## src/rtl/nes_pkg.sv

```systemverilog
// Shared types and constants for the NES controller reader.
package nes_pkg;

  typedef enum logic [2:0] {
    IDLE,
    LATCH,
    LOW,
    HIGH,
    UPDATE
  } state_e;

  localparam int unsigned BTN_A       = 0;
  localparam int unsigned BTN_B       = 1;
  localparam int unsigned BTN_SELECT  = 2;
  localparam int unsigned BTN_START   = 3;
  localparam int unsigned BTN_UP      = 4;
  localparam int unsigned BTN_DOWN    = 5;
  localparam int unsigned BTN_LEFT    = 6;
  localparam int unsigned BTN_RIGHT   = 7;
  localparam int unsigned BIT_PRESENT = 8;
  localparam int unsigned NUM_SAMPLES = 9;
  localparam int unsigned NUM_BUTTONS = 8;
  localparam int unsigned IDX_W       = $clog2(NUM_SAMPLES);

  typedef struct packed {
    logic                   readable;
    logic [NUM_BUTTONS-1:0] buttons;
  } frame_t;

  // Turn one frame of active-low samples into button levels; a high presence bit rejects it.
  function automatic frame_t decode_frame(input logic                   present_n,
                                          input logic [NUM_BUTTONS-1:0] raw_n);
    frame_t f;
    f = '0;
    if (!present_n) begin
      f.readable = 1'b1;
      f.buttons  = ~raw_n;
    end
    return f;
  endfunction

endpackage

```

## src/rtl/bit_sync.sv

```systemverilog
// Two-flop synchronizer for an asynchronous input; resets to the idle (pulled-up) level.
module bit_sync (
  input  logic clk,
  input  logic rst,
  input  logic d,
  output logic q
);

  logic meta_q;
  logic sync_q;

  always_ff @(posedge clk) begin
    if (rst) begin
      meta_q <= 1'b1;
      sync_q <= 1'b1;
    end else begin
      meta_q <= d;
      sync_q <= meta_q;
    end
  end

  assign q = sync_q;

endmodule

```

## src/rtl/nes_reader.sv

```systemverilog
// Polls a 4021-based NES controller once per poll period and publishes
// frame-consistent button levels plus a presence flag.
module nes_reader
  import nes_pkg::*;
#(
  parameter int unsigned LATCH_CYCLES    = 1200,
  parameter int unsigned HALF_BIT_CYCLES = 600,
  parameter int unsigned POLL_CYCLES     = 1_666_667
) (
  input  logic CLK,
  input  logic RST,
  input  logic NES_DATA,
  output logic NES_LATCH,
  output logic NES_PULSE,
  output logic NA,
  output logic NB,
  output logic NSel,
  output logic NStart,
  output logic NU,
  output logic ND,
  output logic NL,
  output logic NR,
  output logic NReadable,
  output logic FrameDone
);

  localparam int unsigned PH_MAX = (LATCH_CYCLES > HALF_BIT_CYCLES) ? LATCH_CYCLES
                                                                    : HALF_BIT_CYCLES;
  localparam int unsigned PH_W   = $clog2(PH_MAX);
  localparam int unsigned POLL_W = $clog2(POLL_CYCLES);

  state_e                 state_q, state_d;
  logic [PH_W-1:0]        ph_q, ph_d;
  logic [POLL_W-1:0]      poll_q, poll_d;
  logic [IDX_W-1:0]       idx_q, idx_d;
  logic [NUM_BUTTONS-1:0] bits_q, bits_d;
  logic [NUM_BUTTONS-1:0] btn_q, btn_d;
  logic                   readable_q, readable_d;
  logic                   latch_q, latch_d;
  logic                   pulse_q, pulse_d;
  logic                   done_q, done_d;

  logic   data_s;
  logic   latch_last;
  logic   half_last;
  logic   poll_wrap;
  frame_t upd;

  bit_sync u_data_sync (
    .clk (CLK),
    .rst (RST),
    .d   (NES_DATA),
    .q   (data_s)
  );

  assign latch_last = (ph_q == PH_W'(LATCH_CYCLES - 1));
  assign half_last  = (ph_q == PH_W'(HALF_BIT_CYCLES - 1));
  assign poll_wrap  = (poll_q == POLL_W'(POLL_CYCLES - 1));
  // Presence bit is the live sample; button bits were captured earlier in the frame.
  assign upd        = decode_frame(data_s, bits_q);

  // Next-state, counters and registered-output logic.
  always_comb begin
    state_d    = state_q;
    ph_d       = ph_q;
    idx_d      = idx_q;
    bits_d     = bits_q;
    btn_d      = btn_q;
    readable_d = readable_q;
    poll_d     = poll_wrap ? '0 : poll_q + POLL_W'(1);

    case (state_q)
      IDLE: begin
        if (poll_q == '0) begin
          state_d = LATCH;
          ph_d    = '0;
          idx_d   = '0;
        end
      end
      LATCH: begin
        if (latch_last) begin
          state_d = LOW;
          ph_d    = '0;
        end else begin
          ph_d = ph_q + PH_W'(1);
        end
      end
      LOW: begin
        if (half_last) begin
          ph_d = '0;
          if (idx_q == IDX_W'(BIT_PRESENT)) begin
            state_d    = UPDATE;
            btn_d      = upd.buttons;
            readable_d = upd.readable;
          end else begin
            state_d             = HIGH;
            bits_d[idx_q[2:0]]  = data_s;
          end
        end else begin
          ph_d = ph_q + PH_W'(1);
        end
      end
      HIGH: begin
        if (half_last) begin
          state_d = LOW;
          ph_d    = '0;
          idx_d   = idx_q + IDX_W'(1);
        end else begin
          ph_d = ph_q + PH_W'(1);
        end
      end
      UPDATE: begin
        state_d = IDLE;
      end
      default: begin
        state_d = IDLE;
      end
    endcase

    latch_d = (state_d == LATCH);
    pulse_d = (state_d == HIGH);
    done_d  = (state_d == UPDATE);
  end

  always_ff @(posedge CLK) begin
    if (RST) begin
      state_q    <= IDLE;
      ph_q       <= '0;
      poll_q     <= '0;
      idx_q      <= '0;
      bits_q     <= '0;
      btn_q      <= '0;
      readable_q <= 1'b0;
      latch_q    <= 1'b0;
      pulse_q    <= 1'b0;
      done_q     <= 1'b0;
    end else begin
      state_q    <= state_d;
      ph_q       <= ph_d;
      poll_q     <= poll_d;
      idx_q      <= idx_d;
      bits_q     <= bits_d;
      btn_q      <= btn_d;
      readable_q <= readable_d;
      latch_q    <= latch_d;
      pulse_q    <= pulse_d;
      done_q     <= done_d;
    end
  end

  assign NES_LATCH = latch_q;
  assign NES_PULSE = pulse_q;
  assign NA        = btn_q[BTN_A];
  assign NB        = btn_q[BTN_B];
  assign NSel      = btn_q[BTN_SELECT];
  assign NStart    = btn_q[BTN_START];
  assign NU        = btn_q[BTN_UP];
  assign ND        = btn_q[BTN_DOWN];
  assign NL        = btn_q[BTN_LEFT];
  assign NR        = btn_q[BTN_RIGHT];
  assign NReadable = readable_q;
  assign FrameDone = done_q;

endmodule

```

## config.mk

```make
export PLATFORM = sky130hd
export DESIGN_NAME = nes_reader
export DESIGN_NICKNAME = d
export VERILOG_FILES = /design/src/rtl/nes_pkg.sv /design/src/rtl/bit_sync.sv /design/src/rtl/nes_reader.sv
export SDC_FILE = /design/constraint.sdc
export NUM_CORES = 1
export LEC_CHECK = 0
export ABC_AREA = 1
export ABC_CLOCK_PERIOD_IN_PS = 1500
export BUFFER_PORTS_ARGS = -buffer_cell sky130_fd_sc_hd__buf_4
export CORE_AREA = 2 2 110 112
export CTS_BUF_LIST = sky130_fd_sc_hd__clkbuf_4 sky130_fd_sc_hd__clkbuf_8 sky130_fd_sc_hd__clkbuf_16
export DETAILED_ROUTE_END_ITERATION = 12
export DIE_AREA = 0 0 112 114
export HOLD_SLACK_MARGIN = 0.08
export PLACE_DENSITY = 0.55
export SETUP_SLACK_MARGIN = 0.02
export SLEW_MARGIN = 10
export SYNTH_ARGS = -nofsm -noshare
export SYNTH_HDL_FRONTEND = slang
export SYNTH_HIERARCHICAL = 1
export SYNTH_SLANG_ARGS = --single-unit
```

## constraint.sdc

```tcl
create_clock -name CLK -period 1.5 [get_ports CLK]
set_input_delay 0.3 -clock CLK [delete_from_list [all_inputs] [get_ports CLK]]
set_output_delay 0.3 -clock CLK [all_outputs]
set_load 0.02 [all_outputs]
```

==> results.yml, run 1 <==
outcome:
  outcome: "complete, but fails checks"
  violations: "negative setup slack"
die:
  die_h_um: 114
  initial_core_util_pct: 28.3
  core_um2: 11700
  io-pin-count: 15
  die_w_um: 112
  rows: 40
  dieArea_um2: 12800
worst_setup_path:
  crit_chain: "inv_2 -> ha_4 -> inv_2 -> nor2_2 -> nand2_1 -> nor2_1 -> nand3_1 -> nand2_2 -> buf_6 -> nand3_2 -> nand2_1 -> nand2_1 -> nor2_1"
  cp-end-kind: "flop"
  crit_required_ns: 1.78
  r2r_slack_ns: -0.009
  critPathMostFrequentCell: "nand2_1"
  worstPathMaxFanout: 4
  max_stage_delay_ns: 0.32
  critPathKind: "flop to flop"
  reg2reg_depth: 13
  cp_slowest_cell: "dfxtp_2"
  startpoint_type: "flop"
  cp.arrival_ns: 1.79
  reg2reg_from: "poll_q[1]"
  worstReg2RegEnd: "ph_q[9]"
clocking:
  cts_hold_buf: 0
  clk_path_buf_depth: 2
  cts.root.buffer_cell: "clkbuf_16"
  cts_sinks: 61
  cts_buffers: 9
  cts_tree: "built"
  clk_pin_slew_ns: 0.06
  insertion_delay_ns: 0.34
  cts_htree_levels: 3
layout:
  nFillCells: 1213
  area_growth_pct: 39.8
  nets: 605
  drive_gt1_share_pct: 27.6
  antenna_cells: 0
routing:
  first_pass_iters: 4
  drt_wl_total_mm: 9.08
  wl_met3_um: 353
  wl_met1_mm: 4.12
  detail_route.drc_violations: 0
  via_per_inst: 4.70
  wl_per_cell_um: 12.1
  highest_layer: "met4"
  drtAntennaViolNets: 0
  dr_wl_met2_mm: 4.44
  drt-initial-drc-count: 207
  via_count: 3518
global_route:
  grt_pass1_vias: 3299
  overflow: 0
  grt_pass1_wl_mm: 14.8
  grt_start_max_net_pins: 22
  grt_usage_pct: 14.2
  antenna_found_initial: 0
worst_hold_path:
  hp-start: "NES_DATA"
  hold_class: "input pin to flop"
  whs_path_depth: 3
  hold-path-endpoint: "u_data_sync/meta_q"
logic_synthesis:
  ys_seq_area_share_pct: 36.8
  synth_top_area_cell: "dfxtp_1"
  synthArstFlopShare_pct: 0
  synth_area_um2: 3320
  synth_top_area_share_pct: 36.8
  ys_warn_count: 6
  synth_edf_count: 0
  avgSynthCellArea_um2: 6.37
  synth.net_count: 530
  ys_ff_latch: 61
  synthCells: 521
  synth.area.top_cells: "dfxtp_1 37%, nand2_1 17%, nor2_1 9.2%"
  synth_ff_type: "dfxtp_1"
  synth.distinct_cells: 32
placed_design:
  port_buffers: 14
  dpl.hpwl_mm: 6.38
  gp_congestion: 0.889
sta:
  setup_viol: 5
  slew_headroom_pct: 75.9
  final_max_slew_viol_count: 0
  skew_ns: 0.00572
  rsz0062_at_grt: "yes"
  min_period_over_period_pct: 101
  clock.fmax_mhz: 663
  tns_ns: -0.0291
  min_period_ns: 1.51
  hold_violations: 0
  worst_pin_slew_ns: 0.361
  setup_ws_ns: -0.00913
pwr:
  power.switching_uw: 1060
  power.leakage_uw: 0.00187
  swShare_pct: 25.3
  p_int_uw: 3110
  ir_worst_vdd_uv: 655
  finalPower_uw: 4170
  pwr-share-clk_pct: 50.3
  combPwrFrac_pct: 9.7
  pwr-share-seq_pct: 40.0
  cellPowerDensity_nw_per_um2: 897
run:
  maxCapViolations: 0
## cell usage after synthesis (2+ instances only)
cell and number:
nand3_1 40, nand4_1 23, nand2_2 4, o21ai_0 10
ha_1 6, nor4_1 3, xor2_1 3, a21oi_1 30
nor2_1 81, nand2_1 146, buf_2 5, xnor2_1 2
clkbuf_1 3, inv_1 64, nor3b_1 2, o21ai_1 5
nor3_2 2, inv_2 3, nor3_1 16, dfxtp_1 61
## repair_timing
item | 4_1_cts | 5_1_grt
gates cloned | 0 | 4
resized for setup | 21 | 70
endpoints found under the setup margin | 30 | 57
setup buffers | 1 | 5
pin swaps | 3 | 24
## through the flow
step | std cells | area [um2] | utilization (%) | hold WS, ns | worst slack, ns
2_1_floorplan | 521 | 3320 | - | 0.369 | 0.0238
5_1_grt | 748 | 4640 | 39.6 | 0.132 | -0.202
3_3_place_gp | 722 | 3950 | 33.7 | 0.394 | -0.0615
4_1_cts | 739 | 4330 | 37.0 | 0.121 | 0.0189
6_report | 748 | 4640 | 39.6 | 0.131 | -0.00913
3_5_place_dp | 722 | 3950 | 33.7 | 0.399 | -0.0919
## power by group through the flow
| stage | registers (uW) | logic (uW) | clock network (uW) |
|---|---|---|---|
| CTS | 1670 | 343 | 2140 |
| detailed placement | 1700 | 316 | 0 |
| global placement | 1700 | 312 | 0 |
| floorplan | 1700 | 169 | 0 |
| global route | 1670 | 443 | 2220 |
| finish | 1670 | 403 | 2090 |
## registers in the layout, indices dropped and copies added (netlist names)
name,count
btn_q,8
bits_q,8
FrameDone,1
u_data_sync/meta_q,1
state_q,3
idx_q,4
NReadable,1
ph_q,11
u_data_sync/q,1
NES_PULSE,1
NES_LATCH,1
poll_q,21
## cells by family (layout without fill, tap and decap cells)
family,after synthesis,in the layout,synth area share [%]
buffers and inverters,77,156,9.01
and+or+nand+nor,324,325,43.0
xor gates and xnor gates,5,5,1.32
DFF,61,61,36.8
adders and majority gates,6,6,2.26
AOI/OAI and AO/OA,48,48,7.58
## layout make-up
type | count | area [um2] | area share, %
multi-input cells | 384 | 2040 | 43.9
flip-flops and latches | 61 | 1230 | 26.6
repair buffers | 73 | 629 | 13.6
inverters | 67 | 256 | 5.53
clock buffers | 9 | 225 | 4.85
well taps | 147 | 184 | 3.96
clock inverters | 7 | 75.1 | 1.62
## worst max-delay path, delay by kind of cell, from the launching register on
kind	cells	cell delay, ns
flip-flops	1	0.32
buffers and inverters	3	0.23
adder cells (fa/ha/maj)	1	0.14
AND/OR/NAND/NOR	9	0.75
## worst max path at each step
stage                     startpoint        to  slack (ns)  cells past startpoint
after global routing       poll_q[1]   ph_q[9]       -0.20                     13
after global placement       ph_q[0]   ph_q[0]       -0.06                     10
after floorplan              ph_q[0]   ph_q[0]        0.02                      8
final                      poll_q[1]   ph_q[9]      -0.009                     13
after detailed placement     ph_q[1]  btn_q[5]       -0.09                      9
after CTS                    ph_q[0]  btn_q[5]        0.02                     10
## routing by layer
layer | track usage [%] | up-vias
li1 | - | 1828
met1 | 17.3 | 1619
met2 | 24.6 | 56
met3 | 3.19 | 15
met4 | 5.69 | 0
met5 | 0 | -
## layout by cell type (no fill, tap or decap), types with 4 or more instances in the layout
| cell | count |
|---|---|
| inv_2 | 8 |
| dfxtp_1 | 51 |
| a21oi_1 | 27 |
| inv_1 | 57 |
| nand3_2 | 10 |
| dfxtp_2 | 10 |
| nor2_4 | 6 |
| buf_6 | 9 |
| o21ai_0 | 8 |
| nor2_2 | 8 |
| nand4_1 | 23 |
| buf_4 | 61 |
| nor3_1 | 14 |
| clkbuf_16 | 11 |
| nor3_2 | 4 |
| nand2_1 | 134 |
| nor2_1 | 70 |
| o21ai_1 | 7 |
| nand2_4 | 6 |
| nand3_1 | 30 |
| nand2_2 | 10 |
Note: power is estimated with default switching activity, not from simulation.
==> run 2, diff against run 1 <==
Settings changed: CORE_AREA 2 2 110 112 to 2 2 81 83, DIE_AREA 0 0 112 114 to 0 0 83 85, PLACE_DENSITY 0.55 to 0.75, SLEW_MARGIN 10 to unset.
==> run 2 against run 1 <==
  * The run still ends with negative setup slack left
  * Flip-flop and latch count unchanged
  * Worst hold slack better by 0.0053 ns
  * Via count up 2.6%
  * Largest cell class unchanged
  * Cell count down 11%
==> results.yml, run 2 (synthesis gave the netlist of run 1 again) <==
sta:
  tns_ns: -0.0398
  skew_ns: 0.0103
  slew_headroom_pct: 75.9
  rsz0062_at_grt: "yes"
  setup_viol: 3
  setup_ws_ns: -0.0274
  timing.hold.ws_ns: 0.137
  final_max_slew_viol_count: 0
  worst_pin_slew_ns: 0.361
  min_period_over_period_pct: 102
  clock.fmax_mhz: 655
  hold_violations: 0
  min_period_ns: 1.53
clocking:
  insertion_delay_ns: 0.33
  clk_pin_slew_ns: 0.07
  cts_sinks: 61
  cts_tree: "built"
  cts_buffers: 9
  clk_path_buf_depth: 2
  cts.root.buffer_cell: "clkbuf_8"
  cts_htree_levels: 3
layout:
  drive_gt1_share_pct: 28.1
  top_register: "poll_q"
  final_common_cell: "nand2_1"
  area_growth_pct: 32.4
  fin_area_um2: 4400
  largest_reg_flops: 21
  nets: 595
  antenna_cells: 0
  reg_top3: "poll_q (21), ph_q (11)"
  fin_cells: 667
  final_cell_mix: "137 x nand2_1, 67 x nor2_1, 57 x buf_4, 56 x inv_1, 47 x dfxtp_1"
pwr:
  p_int_uw: 2620
  power.switching_uw: 889
  power.leakage_uw: 0.00183
  pwr-share-seq_pct: 47.5
  combPwrFrac_pct: 10.3
  cellPowerDensity_nw_per_um2: 799
  pwr-share-clk_pct: 42.2
  swShare_pct: 25.3
  finalPower_uw: 3510
  ir_worst_vdd_uv: 548
global_route:
  overflow: 0
  antenna_found_initial: 0
  grt_pass1_vias: 3252
  grt_pass1_wl_mm: 13.8
  grt_start_max_net_pins: 22
  grt_usage_pct: 23.6
worst_setup_path:
  worstReg2RegEnd: "ph_q[9]"
  crit_required_ns: 1.76
  cp-end-kind: "flop"
  critPathKind: "flop to flop"
  reg2reg_from: "poll_q[0]"
  worstPathMaxFanout: 5
  endpoint: "ph_q[9]"
  r2r_slack_ns: -0.03
  startpoint_type: "flop"
  reg2reg_depth: 13
  cp.arrival_ns: 1.79
  startpoint: "poll_q[0]"
outcome:
  violations: "negative setup slack"
  outcome: "complete, but fails checks"
placed_design:
  dpl-instance-area_um2: 3790
  gp_congestion: 0.972
  placed_cells: 642
  port_buffers: 14
  dpl.hpwl_mm: 6.07
routing:
  first_pass_iters: 5
  detail_route.drc_violations: 0
  via_count: 3611
  drtAntennaViolNets: 0
  drt_wl_total_mm: 8.84
  wl_per_cell_um: 13.3
  drt-initial-drc-count: 279
  via_per_inst: 5.41
die:
  initial_core_util_pct: 53.5
  die_w_um: 83
  dieArea_um2: 7060
  core_um2: 6200
  io-pin-count: 15
  die_h_um: 85
  rows: 29
worst_hold_path:
  hold_class: "input pin to flop"
run:
  maxCapViolations: 0
run 2: cell types whose count changed in the layout (fill, tap and decap cells not counted), moves of 3 or more:
cell / change
dfxtp_2: +3
buf_6: -5
dfxtp_1: -4
nor2_1: -3
o21ai_2: +4
nand2_1: +3
buf_4: -4
clkbuf_8: +11
clkinv_4: -3
clkbuf_16: -11
o21ai_1: -4
nor2_4: +3
nand3_2: -3
run 2: repair_timing:
| item | CTS | global route |
|---|---|---|
| resized for setup | 22 | 82 |
| endpoints found under the hold margin | 0 | 0 |
| setup endpoints to repair | 26 | 55 |
| buffers inserted | 2 | 6 |
| cloned | 0 | 2 |
| hold buffers | 0 | 0 |
| pin swaps | 8 | 23 |
run 2: worst min path at each step:
stage          cells after the start                from  slack [ns]            endpoint
2_1_floorplan                      1                 RST        0.37             ph_q[1]
3_3_place_gp                       2  u_data_sync/meta_q        0.39       u_data_sync/q
3_5_place_dp                       2  u_data_sync/meta_q        0.40       u_data_sync/q
4_1_cts                            3            NES_DATA        0.13  u_data_sync/meta_q
5_1_grt                            3            NES_DATA        0.14  u_data_sync/meta_q
6_report                           3            NES_DATA        0.14  u_data_sync/meta_q
run 2: metal layers:
layer / GRT usage, % / vias up / wire [um]
met5: 0 / - / 0
met4: 8.79 / 0 / 108
met3: 4.47 / 15 / 500
met2: 40.7 / 110 / 4350
met1: 29.4 / 1678 / 3880
li1: - / 1808 / -
run 2: layout make-up:
cell class                      count  area [um2]
Sequential cell                    61        1240
Multi-Input combinational cell    384        2090
Clock buffer                       11         151
Tap cell                           77        96.3
Clock inverter                      4        47.5
Timing Repair Buffer               63         513
Fill cell                         505        1810
Inverter                           67         254
run 2: power by group through the flow:
stage | Clock, uW | Sequential, uW | Combinational [uW]
6_report | 1480 | 1670 | 362
2_1_floorplan | 0 | 1700 | 169
3_3_place_gp | 0 | 1700 | 294
3_5_place_dp | 0 | 1700 | 299
4_1_cts | 1500 | 1670 | 317
5_1_grt | 1550 | 1670 | 393
run 2: stage by stage:
stage	setup slack, ns	util, %
after floorplan	0.0238	-
after global placement	0.0233	61.0
after detailed placement	-0.0544	61.0
after CTS	0.000773	65.7
after global routing	-0.150	70.8
final	-0.0274	70.8
run 2: critical path, cell delays in order, from the launching register on:
cell	delay [ns]
dfxtp_2	0.33
inv_2	0.08
ha_4	0.13
inv_2	0.02
nor2_1	0.08
nand2_1	0.09
nor2_2	0.11
nand3_2	0.11
nand2_4	0.13
buf_6	0.13
nand3_2	0.05
nand2_1	0.07
nand2_1	0.05
nor2_1	0.09
==> run 3, diff against run 2 <==
Settings changed: ABC_AREA 1 to unset, CORE_AREA 2 2 81 83 to 2 2 75 77, DIE_AREA 0 0 83 85 to 0 0 77 79, PLACE_DENSITY 0.75 to 0.74.
==> run 3 against run 2 <==
  * The flow still finishes with violations (negative setup slack)
  * Combinational power rose by 15%
  * Worst hold slack got worse by 0.0020 ns
  * Worst setup slack worse by 0.77 ns
  * Core utilization is 7.2 points higher
  * Synthesized area down 17%
  * Flip-flop and latch count is the same
  * Clock power increased by 13%
  * Sequential share of layout area grew 1.2 points
==> results.yml, run 3 <==
sta:
  setup_ws_ns: -0.799
  clock.fmax_mhz: 435
  slew_headroom_pct: 60.8
  rsz0062_at_grt: "yes"
  worst_pin_slew_ns: 0.584
  skew_ns: 0.0181
  min_period_over_period_pct: 153
  timing.hold.ws_ns: 0.135
  final_max_slew_viol_count: 0
  min_period_ns: 2.30
  setup_viol: 59
  hold_violations: 0
global_route:
  grt_pass1_vias: 2783
  gr-usage-met2_pct: 48.0
  grt_pass1_wl_mm: 12.8
  grt_usage_pct: 27.1
  grt_start_max_net_pins: 23
  overflow: 0
  antenna_found_initial: 0
  grtUsageMet3_pct: 4.89
  global_route.usage.met1_pct: 30.6
  grt.busiest_layer: "met2"
die:
  io-pin-count: 15
  core_um2: 5340
  die_h_um: 79
  die_w_um: 77
  dieArea_um2: 6080
  initial_core_util_pct: 51.8
  rows: 27
logic_synthesis:
  avgSynthCellArea_um2: 8.66
  synth_edf_count: 0
  synth_commonest_cells: "61 x dfxtp_1, 45 x nor2_1, 37 x nand2_1"
  synthArstFlopShare_pct: 0
  synthCells: 319
  synth.net_count: 328
  synth_top_area_cell: "dfxtp_1"
  ys_warn_count: 6
  synth_ff_type: "dfxtp_1"
  ys_ff_latch: 61
  ys_seq_area_share_pct: 44.2
  synth_area_um2: 2760
  synth_top_area_share_pct: 44.2
  synth.distinct_cells: 46
  synth.area.top_cells: "dfxtp_1 44%, nor2_1 6.1%, xor2_1 5.1%"
  synth_most_common_cell: "dfxtp_1"
worst_setup_path:
  crit_required_ns: 1.76
  worstPathMaxFanout: 5
  cp.arrival_ns: 2.56
  worst-path-buf-inv: 1
  cp_slowest_cell: "or4b_4"
  startpoint_type: "flop"
  max_stage_delay_ns: 0.50
  cp-end-kind: "flop"
  critPathTopFamily: "simple AND/OR/NAND/NOR gates"
  critPathKind: "flop to flop"
  crit_chain: "ha_4 -> or4b_4 -> or4_4 -> buf_4 -> nor4_4 -> mux2i_1"
layout:
  nets: 435
  reg_top3: "poll_q (21), ph_q (11)"
  area_growth_pct: 50.7
  nFillCells: 359
  top_register: "poll_q"
  antenna_cells: 0
  final_cell_mix: "93 x buf_4, 57 x dfxtp_1, 42 x nor2_1, 37 x nand2_1, 16 x xor2_1"
  largest_reg_flops: 21
  drive_gt1_share_pct: 37.1
  final_common_cell: "buf_4"
  seqCellArea_um2: 1230
  multiInputGateArea_um2: 1720
  fin_area_um2: 4160
pwr:
  finalPower_uw: 3740
  ir_worst_vdd_uv: 638
  cellPowerDensity_nw_per_um2: 899
  power.leakage_uw: 0.00171
routing:
  drt-initial-drc-count: 341
  detail_route.drc_violations: 0
  drt_wl_total_mm: 8.79
  first_pass_iters: 5
  via_per_inst: 5.82
  via_count: 2928
  drtAntennaViolNets: 0
  wl_per_cell_um: 17.5
clocking:
  cts_buffers: 9
  insertion_delay_ns: 0.36
  cts_tree: "built"
  cts_sinks: 61
  cts_hold_buf: 0
  clk_pin_slew_ns: 0.08
  cts.root.buffer_cell: "clkbuf_8"
  clk_path_buf_depth: 2
  cts_htree_levels: 3
outcome:
  outcome: "complete, but fails checks"
  violations: "negative setup slack"
placed_design:
  dpl.hpwl_mm: 4.61
  dpl-instance-area_um2: 3520
  port_buffers: 14
  pre_cts_slack_ns: -0.714
  gp_congestion: 0.863
worst_hold_path:
  hold_class: "input pin to flop"
run:
  maxCapViolations: 0
run 3: path summary, 6_finish.rpt:
| check | from | end | slack [ns] | cells past startpoint |
|---|---|---|---|---|
| max | ph_q[1] | bits_q[5] | -0.80 | 6 |
| max reg2reg | ph_q[1] | bits_q[5] | -0.80 | 6 |
| min | NES_DATA | u_data_sync/meta_q | 0.13 | 2 |
| min reg2reg | bits_q[1] | btn_q[1] | 0.44 | 1 |
run 3: worst reg2reg max path: cells and delay by family, from the launching register on:
family | cells | cell delay [ns]
DFF | 1 | 0.36
buffers and inverters | 1 | 0.17
adders and majority gates | 1 | 0.13
and+or+nand+nor | 3 | 1.21
muxes | 1 | 0.33
run 3: repair_timing:
item                       CTS  global route
setup endpoints to repair   59            59
setup buffers               10             3
resized for setup           35            12
pin swaps                   13             2
cloned                       3             1
run 3: logic make-up after synthesis:
kind of cell,Yosys count,share of synthesized area [%]
AND/OR/NAND/NOR,163,31.0
flip-flops,61,44.2
AO/OA/AOI/OAI,40,9.01
XOR/XNOR,23,7.29
buffers and inverters,17,2.58
multiplexers,9,3.26
adder cells (fa/ha/maj),6,2.72
run 3: layer usage:
| metal | share of wire [%] | wire length [um] | up-vias |
|---|---|---|---|
| li1 | - | - | 1363 |
| met1 | 38 | 3320 | 1384 |
| met2 | 50 | 4420 | 136 |
| met3 | 6.7 | 591 | 45 |
| met4 | 5.2 | 459 | 0 |
| met5 | 0 | 0 | - |
run 3: cell type report:
type                            count  share of cell area [%]
Tap cell                           72                    2.16
Timing Repair Buffer              103                    21.1
Clock inverter                      6                    2.07
Clock buffer                       10                    3.31
Inverter                            8                   0.721
Sequential cell                    61                    29.4
Multi-Input combinational cell    243                    41.2
run 3: power breakdown:
part	leakage, uW	internal, uW	switching (uW)
combinational	0.00110	200	217
clock	0.000112	977	688
sequential	0.000495	1640	16.4
run 3: through the flow:
step                TNS [ns]  util [%]  cells
global placement      -22.48      66.0    470
finish                -27.44      78.0    503
global route          -30.60      78.0    503
floorplan             -16.57         -    319
CTS                   -22.72      76.1    499
detailed placement    -24.33      66.0    470
